`config.mk`:
```
export PLATFORM = sky130hd
export DESIGN_NAME = btime_input_cond
export DESIGN_NICKNAME = d
export VERILOG_FILES = /design/src/rtl/btime_input_cond.sv
export SDC_FILE = /design/constraint.sdc
export NUM_CORES = 1
export LEC_CHECK = 0
export CORE_ASPECT_RATIO = 0.9
export CORE_MARGIN = 8
export CORE_UTILIZATION = 30
export CTS_CLUSTER_DIAMETER = 120
export DETAILED_ROUTE_END_ITERATION = 6
export PLACE_DENSITY_LB_ADDON = 0.08
export SYNTH_ARGS = -nofsm -noshare
export SYNTH_HDL_FRONTEND = slang
export SYNTH_SLANG_ARGS = --single-unit
```
`constraint.sdc`:
```
create_clock -name clk_sys -period 21.6 [get_ports clk_sys]
set_clock_uncertainty 0.1 [all_clocks]
set_input_delay 6.48 -clock clk_sys [delete_from_list [all_inputs] [get_ports clk_sys]]
set_output_delay 6.48 -clock clk_sys [all_outputs]
set_load 0.01 [all_outputs]
```
`src/rtl/btime_input_cond.sv`:
```
// btime_input_cond: joystick sync, coin/start debounce, coin pulse shaping.
// Optional BTIME_COIN_LOCKOUT_EN adds a synchronised coin_lockout input.
module btime_input_cond #(
  parameter int DEBOUNCE_CYCLES   = 12000,
  parameter int COIN_PULSE_CYCLES = 600000,
  parameter int COIN_GAP_CYCLES   = 600000,
  parameter int CNT_W             = 20
) (
  input  logic        clk_sys,
  input  logic        reset,
  input  logic [15:0] joystick_0,
  input  logic [15:0] joystick_1,
  input  logic        pause_cpu,
`ifdef BTIME_COIN_LOCKOUT_EN
  input  logic        coin_lockout,
`endif
  output logic        up1,
  output logic        down1,
  output logic        left1,
  output logic        right1,
  output logic        fire1,
  output logic        up2,
  output logic        down2,
  output logic        left2,
  output logic        right2,
  output logic        fire2,
  output logic        start1,
  output logic        start2,
  output logic        coin1,
  output logic        coin2,
  output logic        pause_btn,
  output logic [7:0]  coin_count
);

  typedef enum logic [1:0] {
    IDLE,
    PULSE,
    GAP,
    WAIT_REL
  } coin_st_e;

  localparam logic [CNT_W-1:0] DB_LAST = CNT_W'(DEBOUNCE_CYCLES - 1);
  localparam logic [CNT_W-1:0] PL_LAST = CNT_W'(COIN_PULSE_CYCLES - 1);
  localparam logic [CNT_W-1:0] GP_LAST = CNT_W'(COIN_GAP_CYCLES - 1);

  logic [17:0]      s1_q, s1_d, s2_q, s2_d;
  logic [8:0]       or_w;
  logic [3:0]       lvl, deb_q, deb_d, rise;
  logic [CNT_W-1:0] dcnt_q [4];
  logic [CNT_W-1:0] dcnt_d [4];
  coin_st_e         st_q [2];
  coin_st_e         st_d [2];
  logic [CNT_W-1:0] tmr_q [2];
  logic [CNT_W-1:0] tmr_d [2];
  logic [1:0]       pend_q, pend_d;
  logic [1:0]       coin_q, coin_d;
  logic [1:0]       acc, c_rise, c_deb;
  logic [7:0]       cnt_q, cnt_d;
  logic             lock;
  logic             unused_bits;

  assign unused_bits = ^{joystick_0[15:9], joystick_1[15:9], rise[1:0]};

`ifdef BTIME_COIN_LOCKOUT_EN
  logic [1:0] lk_q, lk_d;

  // two-flop synchroniser for the lockout request
  always_comb lk_d = {lk_q[0], coin_lockout};

  // lockout sync flops
  always_ff @(posedge clk_sys or posedge reset) begin
    if (reset) lk_q <= '0;
    else       lk_q <= lk_d;
  end

  assign lock = lk_q[1];
`else
  assign lock = 1'b0;
`endif

  // the two player words are merged only after synchronising
  assign or_w = s2_q[8:0] | s2_q[17:9];
  // debounced signals: start1, start2, coin_a (j0), coin_b (j1)
  assign lvl  = {s2_q[16], s2_q[7], or_w[6], or_w[5]};

  // sync pipeline, debouncers and coin state machines
  always_comb begin
    s1_d = {joystick_1[8:0], joystick_0[8:0]};
    s2_d = s1_q;
    deb_d = deb_q;
    rise = '0;
    for (int i = 0; i < 4; i++) begin
      dcnt_d[i] = '0;
      if (lvl[i] != deb_q[i]) begin
        if (dcnt_q[i] == DB_LAST) begin
          deb_d[i] = lvl[i];
          rise[i] = lvl[i];
        end else begin
          dcnt_d[i] = dcnt_q[i] + 1'b1;
        end
      end
    end
    c_rise = rise[3:2];
    c_deb = deb_q[3:2];
    pend_d = pend_q;
    coin_d = coin_q;
    acc = '0;
    for (int c = 0; c < 2; c++) begin
      st_d[c] = st_q[c];
      tmr_d[c] = tmr_q[c];
      unique case (st_q[c])
        IDLE: begin
          if (!lock && c_rise[c] && pause_cpu) pend_d[c] = 1'b1;
          if (!lock && !pause_cpu && (c_rise[c] || pend_q[c])) begin
            acc[c] = 1'b1;
            pend_d[c] = 1'b0;
            coin_d[c] = 1'b1;
            tmr_d[c] = '0;
            st_d[c] = PULSE;
          end
        end
        PULSE: begin
          if (tmr_q[c] == PL_LAST) begin
            coin_d[c] = 1'b0;
            tmr_d[c] = '0;
            st_d[c] = GAP;
          end else begin
            tmr_d[c] = tmr_q[c] + 1'b1;
          end
        end
        GAP: begin
          if (tmr_q[c] == GP_LAST) begin
            tmr_d[c] = '0;
            st_d[c] = c_deb[c] ? WAIT_REL : IDLE;
          end else begin
            tmr_d[c] = tmr_q[c] + 1'b1;
          end
        end
        WAIT_REL: begin
          if (!c_deb[c]) st_d[c] = IDLE;
        end
      endcase
    end
    cnt_d = cnt_q + 8'(acc[0]) + 8'(acc[1]);
  end

  // all state flops; reset drops the coin outputs immediately
  always_ff @(posedge clk_sys or posedge reset) begin
    if (reset) begin
      s1_q   <= '0;
      s2_q   <= '0;
      deb_q  <= '0;
      dcnt_q <= '{default: '0};
      st_q   <= '{default: IDLE};
      tmr_q  <= '{default: '0};
      pend_q <= '0;
      coin_q <= '0;
      cnt_q  <= '0;
    end else begin
      s1_q   <= s1_d;
      s2_q   <= s2_d;
      deb_q  <= deb_d;
      dcnt_q <= dcnt_d;
      st_q   <= st_d;
      tmr_q  <= tmr_d;
      pend_q <= pend_d;
      coin_q <= coin_d;
      cnt_q  <= cnt_d;
    end
  end

  assign up1        = or_w[3];
  assign down1      = or_w[2];
  assign left1      = or_w[1];
  assign right1     = or_w[0];
  assign fire1      = or_w[4];
  assign up2        = or_w[3];
  assign down2      = or_w[2];
  assign left2      = or_w[1];
  assign right2     = or_w[0];
  assign fire2      = or_w[4];
  assign pause_btn  = or_w[8];
  assign start1     = deb_q[0];
  assign start2     = deb_q[1];
  assign coin1      = coin_q[0];
  assign coin2      = coin_q[1];
  assign coin_count = cnt_q;

endmodule
```
==> key figures <==
Global route
  • Number of global-route vias before repair: 6,040
  • Initial antenna violation count: 0
  • Met3 usage: 0.02965
  • Gr usage total: 0.1143
  • Met1 usage: 0.1678
  • Gr ovfl total: 0
  • Pin count of the biggest net entering global routing: 113
  • First-pass GRT wire length: approximately 32,000 microns
  • Most Crowded Layer GR: met1
  • M2 GR Usage: 0.1646

Logic synthesis
  • Post-synth top cells: dfrtp_1 (176), nor2_1 (103), inv_1 (55), nand2_1 (55), nand3_1 (48)
  • Post-Synth Adder-Cell Area: 0.02449
  • Ys flop type: dfrtp_1
  • FF+latch count, synth: approximately 180
  • Yosys cell types: 61
  • Post-synth EDFFs: 0
  • Cells after Synth: 850
  • Count leader, synth: dfrtp_1
  • Post-synthesis cell area: 0.008481 sq mm
  • Main combinational cell family by area after synthesis: simple AND/OR/NAND/NOR gates
  • Syn Nets: approximately 900
  • Post-Synth XOR/XNOR Area: 0.07952
  • Yosys top cell by area: dfrtp_1
  • Syn avg cell area: 9.977 sq um
  • Mux share of post-synthesis cell area: 0.003541
  • Async SR Flop Fraction: 1.000
  • Complex-gate fraction of the synthesized area: 0.09752
  • Largest cells by area after synthesis: dfrtp_1 (52%), nor2_1 (4.6%), xnor2_1 (4.5%)
  • Synth top area share: 0.5193
  • Yosys warns: 0
  • Post-synthesis sequential area ratio: 0.5193
  • Synth Area in Simple Gates: 0.2330

CTS
  • Skew-Pair Late Insertion Delay: 0.43 ns
  • Post-CTS Resized: 0
  • Clk slew on worst S/H paths: 0.07 ns
  • Clock tree buffer depth: 2
  • TritonCTS Buffers: 17
  • CTS tree: built
  • Setup repair bufs after CTS: 0
  • Clk sinks: approximately 180
  • Post-CTS Hold Buffers: 0
  • H-tree levels: 4
  • Root Buffer: clkbuf_16

Placement
  • Cells after DPL: 1,227
  • Place WS: 12.37 ns
  • Placer Congestion: 0.7224
  • Input/output buffers: 43
  • Post-DP HPWL: 12,010 microns

Detailed routing
  • Vias per std cell: a little under 5
  • Final ANT Viol Nets: 0
  • Wirelength per Cell: 14.75 microns
  • 1st-iter DRT viols: 286
  • Drt pass-1 iters: 6
  • Detailed Route WL: 18,570 microns
  • DRC viols: 0
  • Vias: 6,078

Timing
  • Achievable frequency: 114.4 MHz
  • Worst-margin pin slew: 1.078 ns
  • RSZ-0062 raised after global routing: false
  • Endpoints failing setup: 0
  • TNS Setup: 0 ns
  • Final period util: 0.4048
  • Final Hold Fails: 0
  • Final Worst Setup Slack: between 10 and 15 ns
  • Rel. slew slack: 0.2797
  • Min cycle time layout: 8.745 ns
  • Slew Viols, Final: 0

Critical path
  • CP Class: in -> reg
  • Crit Reg-Reg Endpoint: tmr_q[17]
  • CP Capture Type: register
  • Worst r2r path cells: 6
  • CP arrival: 8.98 ns
  • Critical Path RT: 21.84 ns
  • R2R Setup Slk: between 15 and 20 ns
  • R2r startpoint: dcnt_q[0]
  • Startpoint types: primary input
  • Worst Path Max Fanout: 16

Floorplanning
  • DIE HEIGHT: 175.5 microns
  • Die Wd: 193.2 microns
  • Area of the core: 0.02787 sq mm
  • Ports: 58
  • Die ar.: between 0.03 and 0.04 sq mm
  • Rows: 58
  • Initial core utilization: 0.3043

Layout
  • Ant diodes: 0
  • Area of the multi-input gates: approximately 0.0037 sq mm
  • Filler cells: 2,834
  • Register Area: 0.004404 sq mm
  • Area growth, synth to finish: 15.93%
  • Layout Nets: 937
  • Post-route insts no fill: 1,259
  • Share of cells above drive strength 1: 0.06452

Pwr
  • PD cells: 82.75 mW/mm^2
  • LEAKAGE: 0.004038 uW
  • VDD IR max: between 50 and 60 uV

Job
  • Max-Cap Viols: 0

Hold path
  • WHS Endpoint: s2_q[16]
  • Hold Path Class: reg -> reg
  • Hold path cells: 0
  • Worst hold path startpoint: s1_q[16]

Status
  • Status: finished clean
==> sequential cells by signal, indices dropped and copies added (netlist names) <==
signal,count
st_q,4
dcnt_q,80
s2_q,18
pend_q,2
tmr_q,40
coin_count,8
s1_q,18
deb_q,4
coin_q,2
==> how the worst max path moves through the flow <==
stage                         start       endpoint  depth (start not counted)
after detailed placement  pause_cpu       tmr_q[6]                          6
after global routing      pause_cpu       tmr_q[0]                          6
after CTS                 pause_cpu      tmr_q[17]                          6
after global placement    pause_cpu      tmr_q[17]                          6
after floorplan               reset  coin_count[0]                          1
final                     pause_cpu      tmr_q[17]                          6
==> stage by stage <==
stage / hold slack, ns / cell area [sq um] / util / total power (uW)
floorplan: 0.2312 / 8481 / - / 471.9
global placement: 0.2313 / 9251 / 0.3320 / 517.5
detailed placement: 0.2347 / 9251 / 0.3320 / 517.7
CTS: 0.2494 / 9832 / 0.3528 / 830.5
global route: 0.2567 / 9832 / 0.3528 / 860.2
finish: 0.2486 / 9832 / 0.3528 / 813.6
==> cells in the final DEF (no fill, tap or decap), drive strengths merged, types with 2 or more instances in the layout <==
cell / instances
a211oi: 19
a21boi: 3
a21oi: 12
a2bb2oi: 2
a32o: 2
and2: 9
and3: 19
and4: 12
buf: 5
clkbuf: 18
clkdlybuf4s50: 43
clkinv: 3
clkinvlp: 3
dfrtp: 176
ha: 15
inv: 63
mux2i: 3
nand2: 55
nand2b: 7
nand3: 48
nand3b: 4
nand4: 37
nor2: 103
nor2b: 4
nor3: 23
nor3b: 4
nor4: 14
nor4b: 5
o211a: 3
o211ai: 9
o21ai: 30
o22ai: 20
o2bb2ai: 5
o31ai: 7
or2: 11
or3: 10
or4b: 3
xnor2: 44
xor2: 33
==> cells by family after synthesis <==
group                      after synthesis
buffers and inverters                   86
DFF                                    176
and+or+nand+nor                        372
AOI/OAI and AO/OA                      120
adders and majority gates               16
xor gates and xnor gates                77
muxes                                    3
==> where the power goes <==
group / internal [uW] / switching (uW)
combinational: 53.2 / 90.5
clock: 157 / 149
sequential: 347 / 17.4
total: 557 / 257
==> final cells by class <==
cell class | instances | area share
Clock buffer | 18 | 0.04467
Clock inverter | 14 | 0.01438
Inverter | 55 | 0.02176
Multi-Input combinational cell | 588 | 0.3778
Sequential cell | 176 | 0.4480
Tap cell | 360 | 0.04581
Timing Repair Buffer | 48 | 0.04759
==> per-layer routing <==
metal | wire [microns] | vias up
li1 | - | 3062
met1 | 10280 | 2934
met2 | 7673 | 74
met3 | 480 | 8
met4 | 142 | 0
met5 | 0 | -
==> critical path, cell delays in order <==
cell,delay [ns]
clkdlybuf4s50_1,0.46
inv_1,0.15
nand3_1,0.17
o311ai_4,0.70
nand3_1,0.66
o2bb2ai_1,0.36
Power figures use the tool's default switching activity.
